## src/rtl/fifo_stream_reader_pkg.sv

```systemverilog
// fifo_pkg: shared constants, reader state encoding and width helper
package fifo_pkg;
    localparam int FIFO_WIDTH_DEF = 32;
    typedef enum logic [1:0] {IDLE, RUN, DRAIN} rd_state_t;
    function automatic int beat_cnt_w(input int burst_len);
        return $clog2(burst_len + 1);
    endfunction
endpackage

```

## src/rtl/fifo_stream_reader_if.sv

```systemverilog
// fifo_stream_reader_if: FIFO read port plus valid/ready output stream
interface fifo_stream_reader_if
    import fifo_pkg::*;
#(
    parameter int W = FIFO_WIDTH_DEF
);
    logic         fifo_empty;
    logic [W-1:0] fifo_data_out;
    logic         fifo_rd_en;
    logic         m_valid;
    logic         m_ready;
    logic [W-1:0] m_data;
    logic         m_last;
    modport master (
        input  fifo_empty, fifo_data_out, m_ready,
        output fifo_rd_en, m_valid, m_data, m_last
    );
    modport slave (
        output fifo_empty, fifo_data_out, m_ready,
        input  fifo_rd_en, m_valid, m_data, m_last
    );
endinterface

```

## src/rtl/fifo_stream_reader_skid_buf.sv

```systemverilog
// stream_skid_buf: 2-entry registered FIFO-ordered buffer with head on m_data
module stream_skid_buf #(
    parameter int W = 32
) (
    input  logic         clk,
    input  logic         rst,
    input  logic         push,
    input  logic [W-1:0] d_in,
    output logic         m_valid,
    input  logic         m_ready,
    output logic [W-1:0] m_data,
    output logic [1:0]   count
);
    logic [W-1:0] d1;
    logic         pop;
    assign m_valid = count != 2'd0;
    assign pop     = m_valid & m_ready;
    // head advances on pop, tail slot fills when a push lands behind a held head
    always_ff @(posedge clk) begin
        if (rst) begin
            count  <= 2'd0;
            m_data <= '0;
            d1     <= '0;
        end else begin
            if (pop)
                m_data <= count == 2'd2 ? d1 : push ? d_in : m_data;
            else if (push && count == 2'd0)
                m_data <= d_in;
            if (push && (pop ? count == 2'd2 : count == 2'd1))
                d1 <= d_in;
            count <= count + {1'b0, push} - {1'b0, pop};
        end
    end
endmodule

```

## src/rtl/fifo_stream_reader.sv

```systemverilog
// fifo_stream_reader: drains a show-ahead FIFO into a burst-framed valid/ready stream
module fifo_stream_reader
    import fifo_pkg::*;
#(
    parameter int FIFO_WIDTH = FIFO_WIDTH_DEF,
    parameter int BURST_LEN  = 4,
    parameter int CNT_W      = 16
) (
    input  logic                 clk,
    input  logic                 rst,
    input  logic                 enable,
    fifo_stream_reader_if.master bus,
    output logic                 busy,
    output logic [CNT_W-1:0]     words_sent
);
    localparam int BW = beat_cnt_w(BURST_LEN);
    rd_state_t     state;
    logic [BW-1:0] beat_cnt;
    logic [1:0]    buf_count;
    logic          accept;
    logic          at_last;
    assign bus.fifo_rd_en = enable & ~bus.fifo_empty & (buf_count < 2'd2) & ~rst;
    assign accept         = bus.m_valid & bus.m_ready;
    assign at_last        = beat_cnt == BW'(BURST_LEN - 1);
    assign bus.m_last     = at_last & bus.m_valid;
    assign busy           = state != IDLE;
    stream_skid_buf #(.W(FIFO_WIDTH)) u_buf (
        .clk     (clk),
        .rst     (rst),
        .push    (bus.fifo_rd_en),
        .d_in    (bus.fifo_data_out),
        .m_valid (bus.m_valid),
        .m_ready (bus.m_ready),
        .m_data  (bus.m_data),
        .count   (buf_count)
    );
    // run/drain control, burst position and delivered-beat counter
    always_ff @(posedge clk) begin
        if (rst) begin
            state      <= IDLE;
            beat_cnt   <= '0;
            words_sent <= '0;
        end else begin
            state <= state == IDLE ? (enable ? RUN : IDLE)
                   : state == RUN  ? (enable ? RUN : buf_count != 2'd0 ? DRAIN : IDLE)
                   :                 (enable ? RUN : buf_count == 2'd0 ? IDLE : DRAIN);
            if (accept) begin
                beat_cnt   <= at_last ? '0 : beat_cnt + 1'b1;
                words_sent <= words_sent + 1'b1;
            end
        end
    end
endmodule
```

## src/flat_wrapper.sv

```systemverilog
// flat-port wrapper written by rule: the top's interface ports become plain ports
module fifo_stream_reader_flat import fifo_pkg::*;
#(
    parameter int FIFO_WIDTH = FIFO_WIDTH_DEF,
    parameter int BURST_LEN  = 4,
    parameter int CNT_W      = 16
)
  (clk, rst, enable, busy, words_sent, bus_fifo_empty, bus_fifo_data_out, bus_m_ready, bus_fifo_rd_en, bus_m_valid, bus_m_data, bus_m_last);
  fifo_stream_reader_if bus_i ();
  input  logic clk;
  input  logic rst;
  input  logic enable;
  output logic busy;
  output logic [CNT_W-1:0] words_sent;
  input wire logic [$bits(bus_i.fifo_empty)-1:0] bus_fifo_empty;
  input wire logic [$bits(bus_i.fifo_data_out)-1:0] bus_fifo_data_out;
  input wire logic [$bits(bus_i.m_ready)-1:0] bus_m_ready;
  output wire logic [$bits(bus_i.fifo_rd_en)-1:0] bus_fifo_rd_en;
  output wire logic [$bits(bus_i.m_valid)-1:0] bus_m_valid;
  output wire logic [$bits(bus_i.m_data)-1:0] bus_m_data;
  output wire logic [$bits(bus_i.m_last)-1:0] bus_m_last;
  assign bus_i.fifo_empty = bus_fifo_empty;
  assign bus_i.fifo_data_out = bus_fifo_data_out;
  assign bus_i.m_ready = bus_m_ready;
  assign bus_fifo_rd_en = bus_i.fifo_rd_en;
  assign bus_m_valid = bus_i.m_valid;
  assign bus_m_data = bus_i.m_data;
  assign bus_m_last = bus_i.m_last;
  fifo_stream_reader #(.FIFO_WIDTH(FIFO_WIDTH), .BURST_LEN(BURST_LEN), .CNT_W(CNT_W)) u_core (.clk(clk), .rst(rst), .enable(enable), .bus(bus_i), .busy(busy), .words_sent(words_sent));
endmodule
```

## config.mk

```make
export PLATFORM = sky130hd
export DESIGN_NAME = fifo_stream_reader_flat
export DESIGN_NICKNAME = d
export VERILOG_FILES = /design/src/rtl/fifo_stream_reader_pkg.sv /design/src/rtl/fifo_stream_reader_if.sv /design/src/rtl/fifo_stream_reader_skid_buf.sv /design/src/rtl/fifo_stream_reader.sv /design/src/flat_wrapper.sv
export SDC_FILE = /design/constraint.sdc
export NUM_CORES = 1
export LEC_CHECK = 0
export ABC_AREA = 0
export CAP_MARGIN = 20
export CORE_MARGIN = 4
export CORE_UTILIZATION = 49
export DETAILED_ROUTE_END_ITERATION = 8
export PLACE_DENSITY = 0.79
export SYNTH_ARGS = -nofsm -noshare
export SYNTH_HDL_FRONTEND = slang
export SYNTH_SLANG_ARGS = --single-unit
```

## constraint.sdc

```tcl
create_clock -name clk -period 2.1 [get_ports clk]
set_clock_uncertainty 0.15 [all_clocks]
set_input_delay 0.42 -clock clk [delete_from_list [all_inputs] [get_ports clk]]
set_output_delay 0.42 -clock clk [all_outputs]
set_load 0.005 [all_outputs]
```

==> results of run 1 <==
[layer usage]
layer | up-vias | track usage (%) | share of wire (%) | wire length [µm]
li1 | 1585 | - | - | -
met2 | 91 | 35.45 | 49 | 4652
met3 | 12 | 5.367 | 5.0 | 476
met1 | 1528 | 25.05 | 44 | 4174
met4 | 0 | 7.212 | 1.4 | 131
met5 | - | 0 | 0 | 0
[per-stage QoR]
step           instance area (µm²)  instances  hold slack (ns)
2_1_floorplan                 3734        407           0.2764
3_3_place_gp                  4817        587           0.2866
3_5_place_dp                  4817        587           0.2965
4_1_cts                       5120        605           0.3073
5_1_grt                       5246        609           0.2431
6_report                      5246        609           0.2310
[layout make-up]
class / count / area (µm²) / share of cell area, %
multi-input combinational: 286 / 1836 / 34.99
sequential: 87 / 1744 / 33.25
timing repair buffer: 118 / 1299 / 24.76
clock buffer: 11 / 151.4 / 2.886
tap: 99 / 123.9 / 2.361
clock inverter: 4 / 77.57 / 1.479
inverter: 4 / 15.01 / 0.2862
[repair_timing]
item | CTS | global route
pin swaps | 2 | 5
gates cloned | 2 | 3
setup buffers | 1 | 1
gates resized for setup | 11 | 8
setup endpoints to repair | 24 | 28
[synth_stat cells (all sizes together)]
library cell and count:
ha 3, xor2 6, nor3 3, o22ai 1
a211oi 32, inv 4, o21a 1, nor2b 7
and3 1, nor4b 1, mux2 1, xnor2 6
o211ai 1, a21oi 39, or3 3, and4 2
nand2 77, or2 2, nand4 4, nand2b 1
nor4 1, and2 1, or4 1, mux2i 32
dfxtp 87, o2111a 1, or4b 1, buf 17
o21ai 6, nand3 3, clkbuf 13, nor2 46
nor3b 1, nand3b 2
[power breakdown]
part | internal, mW | switching [mW] | leakage (nW)
Clock | 0.735 | 0.575 | 0.116
Sequential | 1.76 | 0.0773 | 0.707
Combinational | 0.528 | 0.407 | 1.24
Total | 3.02 | 1.06 | 2.06
[sequential cells by signal, summed over array words and instances (netlist names)]
signal and cells:
u_core.u_buf.d1 32, u_core.words_sent 16, u_core.state 2, u_core.u_buf.m_data 32, u_core.u_buf.count 2, u_core.beat_cnt 3
[worst max path at each step]
stage                     startpoint                       to  slack (ns)  cells after the start
5_1_grt        u_core.u_buf.count[1]              bus_m_valid       0.004                      4
3_3_place_gp                  enable           bus_fifo_rd_en       -0.39                      4
2_1_floorplan                    rst  u_core.u_buf.m_data[10]        0.10                      5
3_5_place_dp          bus_fifo_empty  u_core.u_buf.m_data[28]       -0.44                      7
6_report       u_core.u_buf.count[1]              bus_m_valid        0.07                      4
4_1_cts                       enable           bus_fifo_rd_en     -0.0003                      4
[cells by family (layout without fill, tap and decap cells)]
family                     after synthesis  count (layout)  share of synthesized area (%)
AOI/OAI and AO/OA                       81              81                          17.39
xor gates and xnor gates                12              12                          2.815
adders and majority gates                3               3                          1.005
buffers and inverters                   34             137                          4.859
DFF                                     87              87                          46.65
muxes                                   33              33                          8.881
and+or+nand+nor                        157             157                          18.40
[worst max-delay path: stages, from the launching register on]
cell and delay [ns]:
dfxtp_1 0.38, buf_6 0.15, nor2_4 0.05, inv_1 0.05, clkdlybuf4s50_1 0.49
==> flow_summary.toml, run 1 <==
[critical_path]
end_kind = "output pin"
arrival_ns = 1.46
critPathMaxFanout = 8
r2r_slack_ns = 0.10
reg2reg_to = "u_core.u_buf.m_data[15]"
crit_required_ns = 1.53
r2r_start = "u_core.u_buf.count[1]"
worst_r2r_path_depth = 7
cp-start-kind = "register"
critical_path_class = "register to output pin"

[timing]
finalMaxSlewViolations = 0
rsz0062_at_grt = "false"
setup_violations = 0
worst_slew_pin_slew_ns = 0.6839
fin_setup_tns_ns = 0
hold_viol = 0
max_freq_mhz = 492.1
period_minus_slack_ns = 2.032
fin_crit_sh_pct = 96.77
worst_slack_ns = 0.06791
slew_headroom_pct = 54.41

[hold_path]
hold_class = "primary input to register"
hold_depth = 3
min_from = "enable"
whs_endpoint = "u_core.state[1]"

[run]
maxCapViolations = 0

[cells_and_area]
num-fill-cells = 525
fin_nets = 546
area_delta_synth_final_pct = 40.52
final_common_cell = "dfxtp_1"
mostFrequentLayoutCells = "dfxtp_1, clkdlybuf4s50_1, nand2_1"
fin_util_pct = 71.57
final_layout_size_suffix_gt1_share_pct = 17.25
antenna_cells = 0

[cts]
cts_buffers = 9
cts_root_buffer = "clkbuf_8"
cts_hold_buffers = 0
path_clk_slew_ns = 0.07
htree_levels = 3
worstSkewPairLatency_ns = 0.35
cts_tree = "built"
cts_buffer_depth = 2
clock-sinks = 87

[drt]
ant_nets = 0
vias_per_cell = 5.281
avgRoutedWirePerCell_um = 15.49
vias = 3216
drt-total-wl_mm = 9.433
drt-initial-drc-count = 123
drc = 0
drt_pass1_iterations = 4

[floorplanning]
core.rowCount = 31
die_area_um2 = 9080
pin_count = 89
die_height_um = 95.29
core-area_um2 = 7331
initial_core_util_pct = 50.93
die_width_um = 95.29

[placed_design]
dp_hpwl_mm = 5.972
gp_congestion = 0.7655
pre_cts_ws_ns = -0.4399
port_buffers = 88

[synthesis]
yosysTopAreaCell = "dfxtp_1"
synth.yosys.seq_area_share_pct = 46.65
synth_area_leaders = "dfxtp_1, a211oi_2, mux2i_1"
syn-num-nets = 447
synth_seq_cells = 87
yosysWarnings = 0
yosysUniqueCellTypes = 40
synth_top_cell_area_share_pct = 46.65
syn_area_um2 = 3734
syn_inst = 407
syn_area_per_cell_um2 = 9.173

[grt]
grt_max_degree = 55
grt_first_pass_wirelength_mm = 14.67
grt_overflow_total = 0
antenna_found_initial = 0
grt_pass1_vias = 3206
grt_use_total_pct = 20.70

[power]
ir_drop_mv = 0.4944
power_leakage_nw = 2.062
pwr_density_cell_nw_per_um2 = 777.7
finalPower_mw = 4.080

[status]
outcome = "finished, final reports clean"
No activity file was read; power rests on OpenSTA's default activity.
==> inputs of run 2 (changes only) <==
- ABC_AREA: 0 -> not set
- CORE_MARGIN: 4 -> not set
- CORE_UTILIZATION: 49 -> 51
- PLACE_DENSITY: 0.79 -> 0.8
- SYNTH_HIERARCHICAL: not set -> 1
==> run 2 against run 1 <==
Against the previous run: worst hold slack got worse by 0.14 ns; clock-buffer cell count rose by 2; die area shrank 6.1%; sequential share of layout area decreased by 2.3 points; synthesized area up 11%; first-iteration DRC count is 13% lower; clock power about the same; critical path depth grew 4; utilization is 0.69 points higher; combinational power fell by 47%; sequential power down 6%; critical endpoint is now u_core/u_buf/m_data[20]; largest cell class unchanged.
==> flow_summary.toml, run 2 <==
[status]
outcome = "finished, final reports clean"

[critical_path]
cp.depth = 8
cp-start-kind = "primary input"
cp_slowest_cell = "mux2_4"
slowest_delay_ns = 0.28
arrival_ns = 2.11
end_kind = "register"
worst_r2r_path_depth = 8
crit_required_ns = 2.20
r2r_slack_ns = 0.12
critPathMaxFanout = 7
cp_num_buf_inv = 3
critical_path_class = "primary input to register"
cp_cell_sequence = "dlygate4sd2_1 -> nor2b_2 -> nor3b_2 -> buf_4 -> mux2_4 -> a21o_4 -> buf_12 -> a221oi_2"
path_delay_family = "compound AO/OA/AOI/OAI gates"

[synthesis]
yosys_most_used_dff = "dfxtp_1"
synthSimpleGateAreaFrac_pct = 19.81
async_flop_share_pct = 0
synth_edf_count = 0
yosysTopAreaCell = "dfxtp_1"
synth_area_leaders = "dfxtp_1, mux2i_1, a221oi_2"
yosysMostFrequentCell = "dfxtp_1"
synth_seq_cells = 87
syn_area_per_cell_um2 = 10.17
synth_compound_area_share_pct = 14.34
syn_area_um2 = 4161
syn_inst = 409
synth_adder_area_share_pct = 0.9020
synth_top_family_by_area = "simple AND/OR/NAND/NOR gates"
synth.yosys.seq_area_share_pct = 41.85
synth_common_cells = "dfxtp_1, mux2i_1, nand2b_1"
synthMuxAreaShare_pct = 16.03
yosysWarnings = 6
synth-xor-area-share_pct = 1.684
syn-num-nets = 449
yosysUniqueCellTypes = 40
synth_top_cell_area_share_pct = 41.85

[cts]
clock-sinks = 87
cts_root_buffer = "clkbuf_8"
cts_buffer_depth = 2
htree_levels = 3
path_clk_slew_ns = 0.08
cts_hold_buffers = 0
cts_buffers = 9
cts_tree = "built"
worstSkewPairLatency_ns = 0.35

[placed_design]
port_buffers = 88
dp_hpwl_mm = 6.212
pre_cts_ws_ns = -0.4440
dp_cells = 597
gp_congestion = 0.7591

[cells_and_area]
final_layout_size_suffix_gt1_share_pct = 19.19
top_regs = "u_core/u_buf/d1 (32), u_core/u_buf/m_data (32), u_core/words_sent (16)"
num-fill-cells = 602
final_common_cell = "dfxtp_1"
mostFrequentLayoutCells = "dfxtp_1, clkdlybuf4s50_1, mux2i_1, nand2b_1, nor2_1"
antenna_cells = 0
post_layout_nonfiller_instances = 618
fin_nets = 551
area_delta_synth_final_pct = 35.57

[timing]
hold_slack_ns = 0.09440
period_minus_slack_ns = 2.006
worst_slack_ns = 0.09418
fin_crit_sh_pct = 95.52
max_freq_mhz = 498.5
finalMaxSlewViolations = 0
fin_setup_tns_ns = 0
hold_viol = 0
slew_headroom_pct = 59.11
setup_violations = 0
rsz0062_at_grt = "false"
worst_slew_pin_slew_ns = 0.6134

[drt]
drt-initial-drc-count = 107
drc = 0
drt-total-wl_mm = 9.343
vias = 3346
drt_pass1_iterations = 4
avgRoutedWirePerCell_um = 15.12
vias_per_cell = 5.414
ant_nets = 0

[grt]
grt.busiest_layer = "met2"
grt_use_total_pct = 23.23
antenna_found_initial = 0
grt_max_degree = 63
grt_overflow_total = 0
grt_use_met3_pct = 3.530
grt_pass1_vias = 3452
grtUsageMet2_pct = 40.80
grt_first_pass_wirelength_mm = 15.84
globalRouteMet1Util_pct = 28.19

[floorplanning]
initial_core_util_pct = 53.30
die_height_um = 92.33
core.rowCount = 32
die_area_um2 = 8525
pin_count = 89
die_width_um = 92.33
core-area_um2 = 7807

[power]
pwr_density_cell_nw_per_um2 = 626.4
power_leakage_nw = 2.197
finalPower_mw = 3.534
ir_drop_mv = 0.6370

[hold_path]
hold_class = "primary input to register"
hold_depth = 2

[run]
maxCapViolations = 0
run 2: logic make-up (layout without fill, tap and decap cells):
family	count (synthesis)	count (layout)
mux	66	66
xor+xnor	8	8
fa+ha+maj	3	3
flops	87	87
compound gates	54	54
buf+inv	40	147
simple gates	151	151
run 2: metal layers:
metal	share of wire, %	vias to the layer above	wire length [µm]
li1	-	1637	-
met3	4.0	13	370
met1	45	1617	4224
met5	0	-	0
met2	49	79	4603
met4	1.5	0	144
run 2: report_power, final:
group,switching (mW),total [mW],internal (mW),leakage (nW)
registers,0.0319,1.73,1.70,0.707
logic,0.207,0.493,0.286,1.38
clock network,0.571,1.31,0.735,0.114
run 2: through the flow:
stage,cell area [µm²],util (%)
floorplan,4164,-
global placement,5318,68.11
detailed placement,5318,68.11
CTS,5613,71.89
global route,5642,72.26
finish,5642,72.26
run 2: area by class of cell:
cell class	count	area [µm²]	share of cell area, %
clock inverters	3	65.06	1.153
inverters	8	30.03	0.5323
flip-flops and latches	87	1744	30.92
well taps	102	127.6	2.262
repair buffers	123	1291	22.89
multi-input cells	282	2225	39.43
clock buffers	13	158.9	2.817
run 2: timing repair:
| action | CTS | global route |
|---|---|---|
| setup buffers | 3 | 1 |
| gates resized for setup | 10 | 5 |
| setup endpoints to repair | 35 | 5 |
| pin swaps | 2 | 3 |
| cloned | 1 | 0 |
run 2: final timing paths:
path                                            start                 endpoint
worst max register to register  u_core/u_buf/count[0]    u_core/words_sent[14]
worst min-delay path                              rst          u_core/state[0]
worst max-delay path                           enable  u_core/u_buf/m_data[20]
worst min register to register    u_core/u_buf/d1[28]      u_core/u_buf/d1[28]
run 2: worst register-to-register path, cell delays in order (launching register included):
cell	delay, ns
dfxtp_2	0.33
inv_1	0.05
nand2_2	0.09
buf_6	0.10
buf_4	0.12
nand3_2	0.09
or4_4	0.52
or3_1	0.33
a21oi_1	0.14
